### config.mk
export PLATFORM = sky130hd
export DESIGN_NAME = scope_trace_renderer
export DESIGN_NICKNAME = d
export VERILOG_FILES = /design/src/rtl/scope_video_pkg.sv /design/src/rtl/scope_sample_scaler.sv /design/src/rtl/scope_trace_renderer.sv
export SDC_FILE = /design/constraint.sdc
export NUM_CORES = 1
export LEC_CHECK = 0
export BUFFER_PORTS_ARGS = -buffer_cell sky130_fd_sc_hd__buf_2
export CAP_MARGIN = 40
export CORE_MARGIN = 1.5
export CORE_UTILIZATION = 30
export DETAILED_ROUTE_END_ITERATION = 16
export HOLD_SLACK_MARGIN = 0.1
export SLEW_MARGIN = 0
export SYNTH_ARGS = -nofsm -noshare
export SYNTH_HDL_FRONTEND = slang
export SYNTH_SLANG_ARGS = --single-unit
### constraint.sdc
create_clock -name pixclk_i -period 5.1 [get_ports pixclk_i]
set_input_delay 1.02 -clock pixclk_i [delete_from_list [all_inputs] [get_ports pixclk_i]]
set_output_delay 1.02 -clock pixclk_i [all_outputs]
set_load 0.05 [all_outputs]
### src/rtl/scope_video_pkg.sv
// Shared geometry defaults and colour constants for the scope trace renderer.
package scope_video_pkg;

  // Default active geometry and graticule spacing.
  localparam int unsigned HActive = 640;
  localparam int unsigned VActive = 480;
  localparam int unsigned GridX   = 64;
  localparam int unsigned GridY   = 60;

  // Row numbers (y, r, prevRow) are always this wide.
  localparam int unsigned RowW = 10;

  // Pixel format is {R,G,B}, 8 bits per channel.
  localparam int unsigned RgbW = 24;

  localparam logic [RgbW-1:0] ColTrace = 24'hFFFF00;
  localparam logic [RgbW-1:0] ColGrid  = 24'h404040;
  localparam logic [RgbW-1:0] ColBg    = 24'h000000;

endpackage

### src/rtl/scope_sample_scaler.sv
// S2 stage: maps a sample to a screen row and decides whether the current
// pixel lies on the trace span joining the previous column to this one.
module scope_sample_scaler
  import scope_video_pkg::*;
#(
  parameter int unsigned SAMPLE_W = 8,
  parameter int unsigned V_ACTIVE = VActive
) (
  input  logic                pixclk_i,
  input  logic                rst_n_i,
  input  logic                vde_i,
  input  logic                first_col_i,
  input  logic [RowW-1:0]     y_i,
  input  logic [SAMPLE_W-1:0] sample_i,
  output logic                trace_o
);

  localparam int unsigned ProdW = SAMPLE_W + RowW;

  logic [ProdW-1:0] prod;
  logic [RowW-1:0]  row;
  logic [RowW-1:0]  prev_row;
  logic [RowW-1:0]  lo;
  logic [RowW-1:0]  hi;
  logic [RowW-1:0]  prev_row_d, prev_row_q;
  logic             trace_d, trace_q;

  // Row mapping (large samples sit near the top) and span compare.
  always_comb begin
    prod     = ProdW'(sample_i) * ProdW'(V_ACTIVE);
    row      = RowW'(V_ACTIVE - 1) - prod[SAMPLE_W +: RowW];
    // Column 0 has no left neighbour, so the span collapses to its own row.
    prev_row = first_col_i ? row : prev_row_q;
    if (prev_row < row) begin
      lo = prev_row;
      hi = row;
    end else begin
      lo = row;
      hi = prev_row;
    end
    trace_d    = (y_i >= lo) && (y_i <= hi);
    prev_row_d = vde_i ? row : prev_row_q;
  end

  // Register the trace decision and remember this column's row.
  always_ff @(posedge pixclk_i or negedge rst_n_i) begin
    if (!rst_n_i) begin
      prev_row_q <= '0;
      trace_q    <= 1'b0;
    end else begin
      prev_row_q <= prev_row_d;
      trace_q    <= trace_d;
    end
  end

  assign trace_o = trace_q;

endmodule

### src/rtl/scope_trace_renderer.sv
// Oscilloscope pixel generator: graticule plus continuous waveform trace,
// with timing strobes delayed three cycles to stay aligned with the RGB.
module scope_trace_renderer
  import scope_video_pkg::*;
#(
  parameter int unsigned H_ACTIVE = HActive,
  parameter int unsigned V_ACTIVE = VActive,
  parameter int unsigned SAMPLE_W = 8,
  parameter int unsigned ADDR_W   = 10,
  parameter int unsigned GRID_X   = GridX,
  parameter int unsigned GRID_Y   = GridY
) (
  input  logic                pixclk_i,
  input  logic                rst_n_i,
  input  logic                VDEn_i,
  input  logic                hSync_i,
  input  logic                vSync_i,
  output logic [ADDR_W-1:0]   smpAddr_o,
  input  logic [SAMPLE_W-1:0] smpData_i,
  output logic [RgbW-1:0]     rgb_o,
  output logic                VDEn_o,
  output logic                hSync_o,
  output logic                vSync_o,
  output logic                frameStart_o
);

  localparam int unsigned GxW = (GRID_X > 1) ? $clog2(GRID_X) : 1;
  localparam int unsigned GyW = (GRID_Y > 1) ? $clog2(GRID_Y) : 1;

  localparam logic [ADDR_W-1:0] XMax  = ADDR_W'(H_ACTIVE - 1);
  localparam logic [RowW-1:0]   YMax  = RowW'(V_ACTIVE - 1);
  localparam logic [GxW-1:0]    GxMax = GxW'(GRID_X - 1);
  localparam logic [GyW-1:0]    GyMax = GyW'(GRID_Y - 1);

  // Counters: each holds the coordinate of the pixel presented this cycle.
  logic [ADDR_W-1:0] x_d, x_q;
  logic [RowW-1:0]   y_d, y_q;
  logic [GxW-1:0]    gx_d, gx_q;
  logic [GyW-1:0]    gy_d, gy_q;

  // Edge detectors.
  logic vde_prev_q, vs_prev_q, frame_start_q;
  logic vde_fall, vs_rise;

  // S1 pipeline registers.
  logic            s1_vde_q, s1_hs_q, s1_vs_q, s1_first_col_q, s1_grid_q;
  logic [RowW-1:0] s1_y_q;
  logic            s1_grid_d;

  // S2 pipeline registers (trace bit is registered inside the scaler).
  logic s2_vde_q, s2_hs_q, s2_vs_q, s2_grid_q;
  logic s2_trace;

  // S3 output registers.
  logic [RgbW-1:0] rgb_d, rgb_q;
  logic            vde_o_q, hs_o_q, vs_o_q;

  // Next-state for the column/row counters and their graticule phases.
  always_comb begin
    vde_fall = ~VDEn_i & vde_prev_q;
    vs_rise  = vSync_i & ~vs_prev_q;

    x_d  = x_q;
    gx_d = gx_q;
    if (!VDEn_i) begin
      x_d  = '0;
      gx_d = '0;
    end else if (x_q != XMax) begin
      // Phase only advances with x so gx==0 always marks a grid column.
      x_d  = x_q + ADDR_W'(1);
      gx_d = (gx_q == GxMax) ? '0 : gx_q + GxW'(1);
    end

    y_d  = y_q;
    gy_d = gy_q;
    // A vSync rise beats a simultaneous VDEn fall.
    if (vs_rise) begin
      y_d  = '0;
      gy_d = '0;
    end else if (vde_fall && (y_q != YMax)) begin
      y_d  = y_q + RowW'(1);
      gy_d = (gy_q == GyMax) ? '0 : gy_q + GyW'(1);
    end

    s1_grid_d = (gx_q == '0) || (gy_q == '0) || (x_q == XMax) || (y_q == YMax);
  end

  // Counters, edge detectors and the frame-start pulse.
  always_ff @(posedge pixclk_i or negedge rst_n_i) begin
    if (!rst_n_i) begin
      x_q           <= '0;
      y_q           <= '0;
      gx_q          <= '0;
      gy_q          <= '0;
      vde_prev_q    <= 1'b0;
      vs_prev_q     <= 1'b0;
      frame_start_q <= 1'b0;
    end else begin
      x_q           <= x_d;
      y_q           <= y_d;
      gx_q          <= gx_d;
      gy_q          <= gy_d;
      vde_prev_q    <= VDEn_i;
      vs_prev_q     <= vSync_i;
      frame_start_q <= vs_rise;
    end
  end

  // S1: capture strobes and per-pixel geometry while the RAM is read.
  always_ff @(posedge pixclk_i or negedge rst_n_i) begin
    if (!rst_n_i) begin
      s1_vde_q       <= 1'b0;
      s1_hs_q        <= 1'b0;
      s1_vs_q        <= 1'b0;
      s1_first_col_q <= 1'b0;
      s1_grid_q      <= 1'b0;
      s1_y_q         <= '0;
    end else begin
      s1_vde_q       <= VDEn_i;
      s1_hs_q        <= hSync_i;
      s1_vs_q        <= vSync_i;
      s1_first_col_q <= (x_q == '0);
      s1_grid_q      <= s1_grid_d;
      s1_y_q         <= y_q;
    end
  end

  scope_sample_scaler #(
    .SAMPLE_W (SAMPLE_W),
    .V_ACTIVE (V_ACTIVE)
  ) u_scaler (
    .pixclk_i    (pixclk_i),
    .rst_n_i     (rst_n_i),
    .vde_i       (s1_vde_q),
    .first_col_i (s1_first_col_q),
    .y_i         (s1_y_q),
    .sample_i    (smpData_i),
    .trace_o     (s2_trace)
  );

  // S2: carry strobes and grid flag alongside the scaler result.
  always_ff @(posedge pixclk_i or negedge rst_n_i) begin
    if (!rst_n_i) begin
      s2_vde_q  <= 1'b0;
      s2_hs_q   <= 1'b0;
      s2_vs_q   <= 1'b0;
      s2_grid_q <= 1'b0;
    end else begin
      s2_vde_q  <= s1_vde_q;
      s2_hs_q   <= s1_hs_q;
      s2_vs_q   <= s1_vs_q;
      s2_grid_q <= s1_grid_q;
    end
  end

  // Colour priority: blanking, trace, grid, background.
  always_comb begin
    rgb_d = ColBg;
    if (!s2_vde_q) begin
      rgb_d = ColBg;
    end else if (s2_trace) begin
      rgb_d = ColTrace;
    end else if (s2_grid_q) begin
      rgb_d = ColGrid;
    end
  end

  // S3: registered outputs.
  always_ff @(posedge pixclk_i or negedge rst_n_i) begin
    if (!rst_n_i) begin
      rgb_q   <= '0;
      vde_o_q <= 1'b0;
      hs_o_q  <= 1'b0;
      vs_o_q  <= 1'b0;
    end else begin
      rgb_q   <= rgb_d;
      vde_o_q <= s2_vde_q;
      hs_o_q  <= s2_hs_q;
      vs_o_q  <= s2_vs_q;
    end
  end

  assign smpAddr_o    = x_q;
  assign rgb_o        = rgb_q;
  assign VDEn_o       = vde_o_q;
  assign hSync_o      = hs_o_q;
  assign vSync_o      = vs_o_q;
  assign frameStart_o = frame_start_q;

endmodule

==> results of run 1 <==
==> timing repair <==
action                     CTS  global route
pin swaps                   17            22
buffers inserted             4             2
gates resized for setup     13            29
setup endpoints to repair    1             1
==> registers in the layout, indices dropped and copies added, names as in the netlist <==
signal and cells:
u_scaler.trace_o 1, hSync_o 1, rgb_o 3, s2_vde_q 1, frameStart_o 1, s1_hs_q 1
s1_y_q 10, u_scaler.prev_row_q 10, s1_first_col_q 1, y_q 10, vSync_o 1, s2_grid_q 1
s1_vde_q 1, s1_vs_q 1, s2_hs_q 1, gy_q 6, s2_vs_q 1, gx_q 6
smpAddr_o 10, s1_grid_q 1, VDEn_o 1
==> cell usage in the layout, fill, tap and decap left out, drive strengths merged, types with 5 or more instances in the layout <==
cell type,n
and3,9
a221oi,5
nor3,8
fa,13
nor2,58
dfrtp,69
nand4,7
nand2,47
mux2i,11
clkbuf,9
a21oi,32
inv,43
ha,50
a21o,9
nand3,18
xor2,7
buf,141
nor2b,14
o211ai,7
and2,17
conb,7
a22oi,5
mux2,11
xnor2,19
o21ai,25
==> per-stage QoR <==
stage          utilization  cells
2_1_floorplan            -    594
3_3_place_gp         0.365    910
3_5_place_dp         0.366    911
4_1_cts              0.390    930
5_1_grt              0.399    932
6_report             0.399    932
==> power by group <==
part | total, mW | internal (mW) | switching [mW]
Clock | 0.661 | 0.425 | 0.237
Combinational | 3.05 | 1.56 | 1.49
Sequential | 0.679 | 0.615 | 0.0633
==> area by class of cell <==
cell class / count / share of cell area
clock buffer: 9 / 0.0326
multi-input combinational: 437 / 0.494
timing repair buffer: 141 / 0.145
inverter: 45 / 0.0259
sequential: 69 / 0.250
tap: 225 / 0.0407
clock inverter: 6 / 0.0128
==> logic make-up after synthesis <==
group,synth area share
other cells,0.000704
fa+ha+maj,0.168
mux,0.0439
compound gates,0.154
flops,0.324
xor+xnor,0.0427
simple gates,0.187
buf+inv,0.0789
==> final timing paths <==
path | cells after the start | slack (ps) | end | start
max | 36 | -2190 | u_scaler.trace_o$_DFF_PN0_ | smpData_i[4]
min | 0 | 350 | vSync_o$_DFF_PN0_ | s2_vs_q$_DFF_PN0_
max reg2reg | 25 | 480 | u_scaler.trace_o$_DFF_PN0_ | s1_first_col_q$_DFF_PN0_
min reg2reg | 0 | 350 | vSync_o$_DFF_PN0_ | s2_vs_q$_DFF_PN0_
max in group asynchronous | 2 | 4050 | smpAddr_o[0]$_DFFE_PN0P_ | rst_n_i
min in group asynchronous | 1 | 520 | s1_vs_q$_DFF_PN0_ | rst_n_i
==> metal layers <==
| metal | global-route usage | wire [um] |
|---|---|---|
| met1 | 0.178 | 5680 |
| met2 | 0.219 | 5480 |
| met3 | 0.0309 | 411 |
| met4 | 0.0390 | 118 |
| met5 | 0 | 0 |
==> flow_summary.toml, run 1 <==
[critical_path]
worst_path_max_delay_cell = "fa_1"
critPathArrivalTime_ps = 7500
critPathRequiredTime_ps = 5310
critPathKind = "in2reg"
crit_path_end_kind = "flip-flop"
crit_family = "compound AO/OA/AOI/OAI gates"
crit_buf_inv = 6
cp_common_cell = "a21o_1"
start_kind = "input pin"
crit_fanout = 6
worst_path_largest_cell_delay_ps = 570

[cts]
clock-root-buffer = "clkbuf_16"
cts_tree = "built"
cts_max_path_buffers = 2
clk_latency_ps = 330
cts_max_level = 3
cts.clk_slew.worst_paths_ps = 60
cts_buffers = 9
clock-sinks = 69
ctsHoldBuffers = 0

[yosys]
yosysTopAreaCell = "dfrtp_1"
synth_commonest_cells = "dfrtp_1 (69), nor2_1 (58), ha_1 (50)"
synth_cell_types = 70
synthArstFlopShare = 1.00
synth_enable_flop_cells = 0
synth_area_leaders = "dfrtp_1 (32%), ha_1 (12%), fa_1 (4.9%)"
syn_area_um2 = 5330
yosysSeqAreaShare = 0.324
yosys_warnings = 0
avgSynthCellArea_um2 = 9.06
syn_inst = 588
ys_ff_latch = 69
synth_top_area_share = 0.324
yosysMostFrequentCell = "dfrtp_1"
synthFlopType = "dfrtp_1"

[timing]
worst_slack_ps = -2190
slew_headroom = 0.525
clock.fmax_mhz = 137
rsz0062_at_grt = "true"
tightestPinTransition_ps = 713
finClkSkew_ps = 6.58
finalHoldViolations = 0
setup_viol = 1
min_period_ps = 7290
slew_violations = 0
whs_ps = 350
fin_crit_sh = 1.43
fin_setup_tns_ps = -2190

[finish]
multiInputGateArea_um2 = 3420
area_growth_pct = 29.8
stdcell_area_um2 = 6920
final_nets = 779
nFillCells = 1696
drive_gt1_frac = 0.308
diodes = 0
seq_area_um2 = 1730

[route]
wl_per_cell_um = 12.5
ant_nets = 0
drt-total-wl_mm = 11.7
vias = 4402
avgViaCountPerCell = 4.72
remaining_drc_errors = 0
dr.pass1.iters = 4
drt_iter0_markers = 224

[min_path]
min_path_type = "reg2reg"

[global_route]
grt_pass1_wl_mm = 20.0
gr-usage-all-layers = 0.135
grt_pass1_vias = 4174
antenna_found_initial = 0
grt_max_degree = 61
grt-ovfl-total = 0

[placed_design]
gp_congestion = 0.829
dpl-instance-area_um2 = 6360
numPortBuffers = 43
hpwlAfterDp_mm = 8.70
dp_slack_ps = -2610

[pwr]
p_total_mw = 4.39
ir_drop_mv = 0.251
p_leak_nw = 3.36
p_per_area_nw_per_um2 = 635

[floorplan]
io_pins = 51
die_area_um2 = 18600
coreArea_um2 = 17400
die_y_um = 136
die_x_um = 136
rows = 48
start_util = 0.307

[run]
drv_cap = 0

[outcome]
violations = "setup timing"
status = "finished with violations"
Note: power is estimated with default switching activity, not from simulation.
==> inputs of run 2 (changes only) <==
Settings changed: CTS_BUF_LIST set to sky130_fd_sc_hd__clkbuf_4 sky130_fd_sc_hd__clkbuf_8.
==> flow_summary.toml, run 2 (same netlist as run 1, synthesis figures left out) <==
[critical_path]
critPathArrivalTime_ps = 7540
crit_path_end_kind = "flip-flop"
reg2reg_slack_ps = 430
critPathLaunch = "smpData_i[3]"
worst_path_largest_cell_delay_ps = 510
critPathRequiredTime_ps = 5340
crit_buf_inv = 6
crit_fanout = 6
rr_startpoint = "s1_first_col_q$_DFF_PN0_"
cp_common_cell = "a21o_1"
critPathKind = "in2reg"
worst_path_max_delay_cell = "fa_1"
crit_family = "compound AO/OA/AOI/OAI gates"
start_kind = "input pin"

[global_route]
grt_pass1_wl_mm = 19.9
grt_pass1_vias = 4181
antenna_found_initial = 0
grt-ovfl-total = 0
grt_max_degree = 61
gr-usage-all-layers = 0.135

[timing]
tightestPinTransition_ps = 718
slew_violations = 0
rsz0062_at_grt = "true"
fin_setup_tns_ps = -2200
fin_crit_sh = 1.43
finalHoldViolations = 0
finClkSkew_ps = 12.6
setup_viol = 1
slew_headroom = 0.521
min_period_ps = 7300
clock.fmax_mhz = 137
worst_slack_ps = -2200

[placed_design]
hpwlAfterDp_mm = 8.70
dp_slack_ps = -2610
dpl-instance-area_um2 = 6360
numPortBuffers = 43
gp_congestion = 0.829

[cts]
cts_tree = "built"
cts_buffers = 9
clk_latency_ps = 360
cts.clk_slew.worst_paths_ps = 80
clock-sinks = 69
cts_max_path_buffers = 2
cts_max_level = 3
clock-root-buffer = "clkbuf_8"

[min_path]
min-delay-start = "s2_vs_q$_DFF_PN0_"
min_path_type = "reg2reg"

[pwr]
combPwrFrac = 0.724
p_per_area_nw_per_um2 = 619
p_sw_frac = 0.419
seqPwrFrac = 0.161
p_leak_nw = 3.31
intPower_mw = 2.45
ir_drop_mv = 0.270
p_clk_frac = 0.115
p_sw_mw = 1.77

[finish]
nFillCells = 1711
mostFrequentLayoutCells = "buf_4 (98), dfrtp_1 (69), nor2_1 (55), nand2_1 (47), ha_1 (43)"
area_growth_pct = 27.8
drive_gt1_frac = 0.307
final_common_cell = "buf_4"
final_core_util = 0.393
final_nets = 779
stdcell_area_um2 = 6810
diodes = 0

[run]
drv_cap = 0

[route]
remaining_drc_errors = 0
drt_iter0_markers = 226
drt-total-wl_mm = 11.7
wl_per_cell_um = 12.5
ant_nets = 0
dr.pass1.iters = 4
vias = 4405
avgViaCountPerCell = 4.73

[floorplan]
rows = 48
start_util = 0.307
die_area_um2 = 18600
die_x_um = 136
coreArea_um2 = 17400
io_pins = 51
die_y_um = 136

[outcome]
violations = "setup timing"
status = "finished with violations"
==> run 2: changes by cell type in the layout (fill, tap and decap cells not counted) <==
| cell | change |
|---|---|
| nor2_1 | +1 |
| clkbuf_16 | -9 |
| clkbuf_8 | +9 |
| nor2_2 | -1 |
==> run 2: what timing repair did <==
| item | 4_1_cts | 5_1_grt |
|---|---|---|
| hold buffers | 0 | 0 |
| resized for setup | 16 | 25 |
| pin swaps | 18 | 19 |
| endpoints found under the setup margin | 1 | 1 |
| setup buffers | 4 | 2 |
==> run 2: final cells by class <==
type / count / area, um^2 / area share
well taps: 225 / 282 / 0.0413
repair buffers: 141 / 1000 / 0.147
inverters: 45 / 179 / 0.0263
flip-flops and latches: 69 / 1730 / 0.253
clock inverters: 6 / 88.8 / 0.0130
clock buffers: 9 / 124 / 0.0182
multi-input cells: 437 / 3410 / 0.501
==> run 2: metal layers <==
metal  GRT usage  wire, um
met5           0         0
met4      0.0402       111
met3      0.0298       362
met2       0.219      5470
met1       0.178      5710
==> run 2: path summary, 6_finish.rpt <==
path / end / cells after the start
max in group asynchronous: gy_q[3]$_DFFE_PN0P_ / 2
max reg2reg: u_scaler.trace_o$_DFF_PN0_ / 25
min in group asynchronous: s1_vs_q$_DFF_PN0_ / 1
max: u_scaler.trace_o$_DFF_PN0_ / 36
min reg2reg: vSync_o$_DFF_PN0_ / 0
min: vSync_o$_DFF_PN0_ / 0
==> run 2: power groups by stage <==
stage                     registers (mW)  clock network (mW)  logic, mW
after global routing               0.687               0.532       3.38
after floorplan                    0.688                   0       1.83
after global placement             0.683                   0       2.64
final                              0.677               0.486       3.05
after detailed placement           0.684                   0       2.68
after CTS                          0.676               0.508       2.85
==> run 2: through the flow <==
step,power (mW),hold slack (ps),std cells
4_1_cts,4.03,356,930
6_report,4.22,355,932
3_5_place_dp,3.36,340,911
5_1_grt,4.60,361,932
2_1_floorplan,2.51,331,594
3_3_place_gp,3.33,333,910
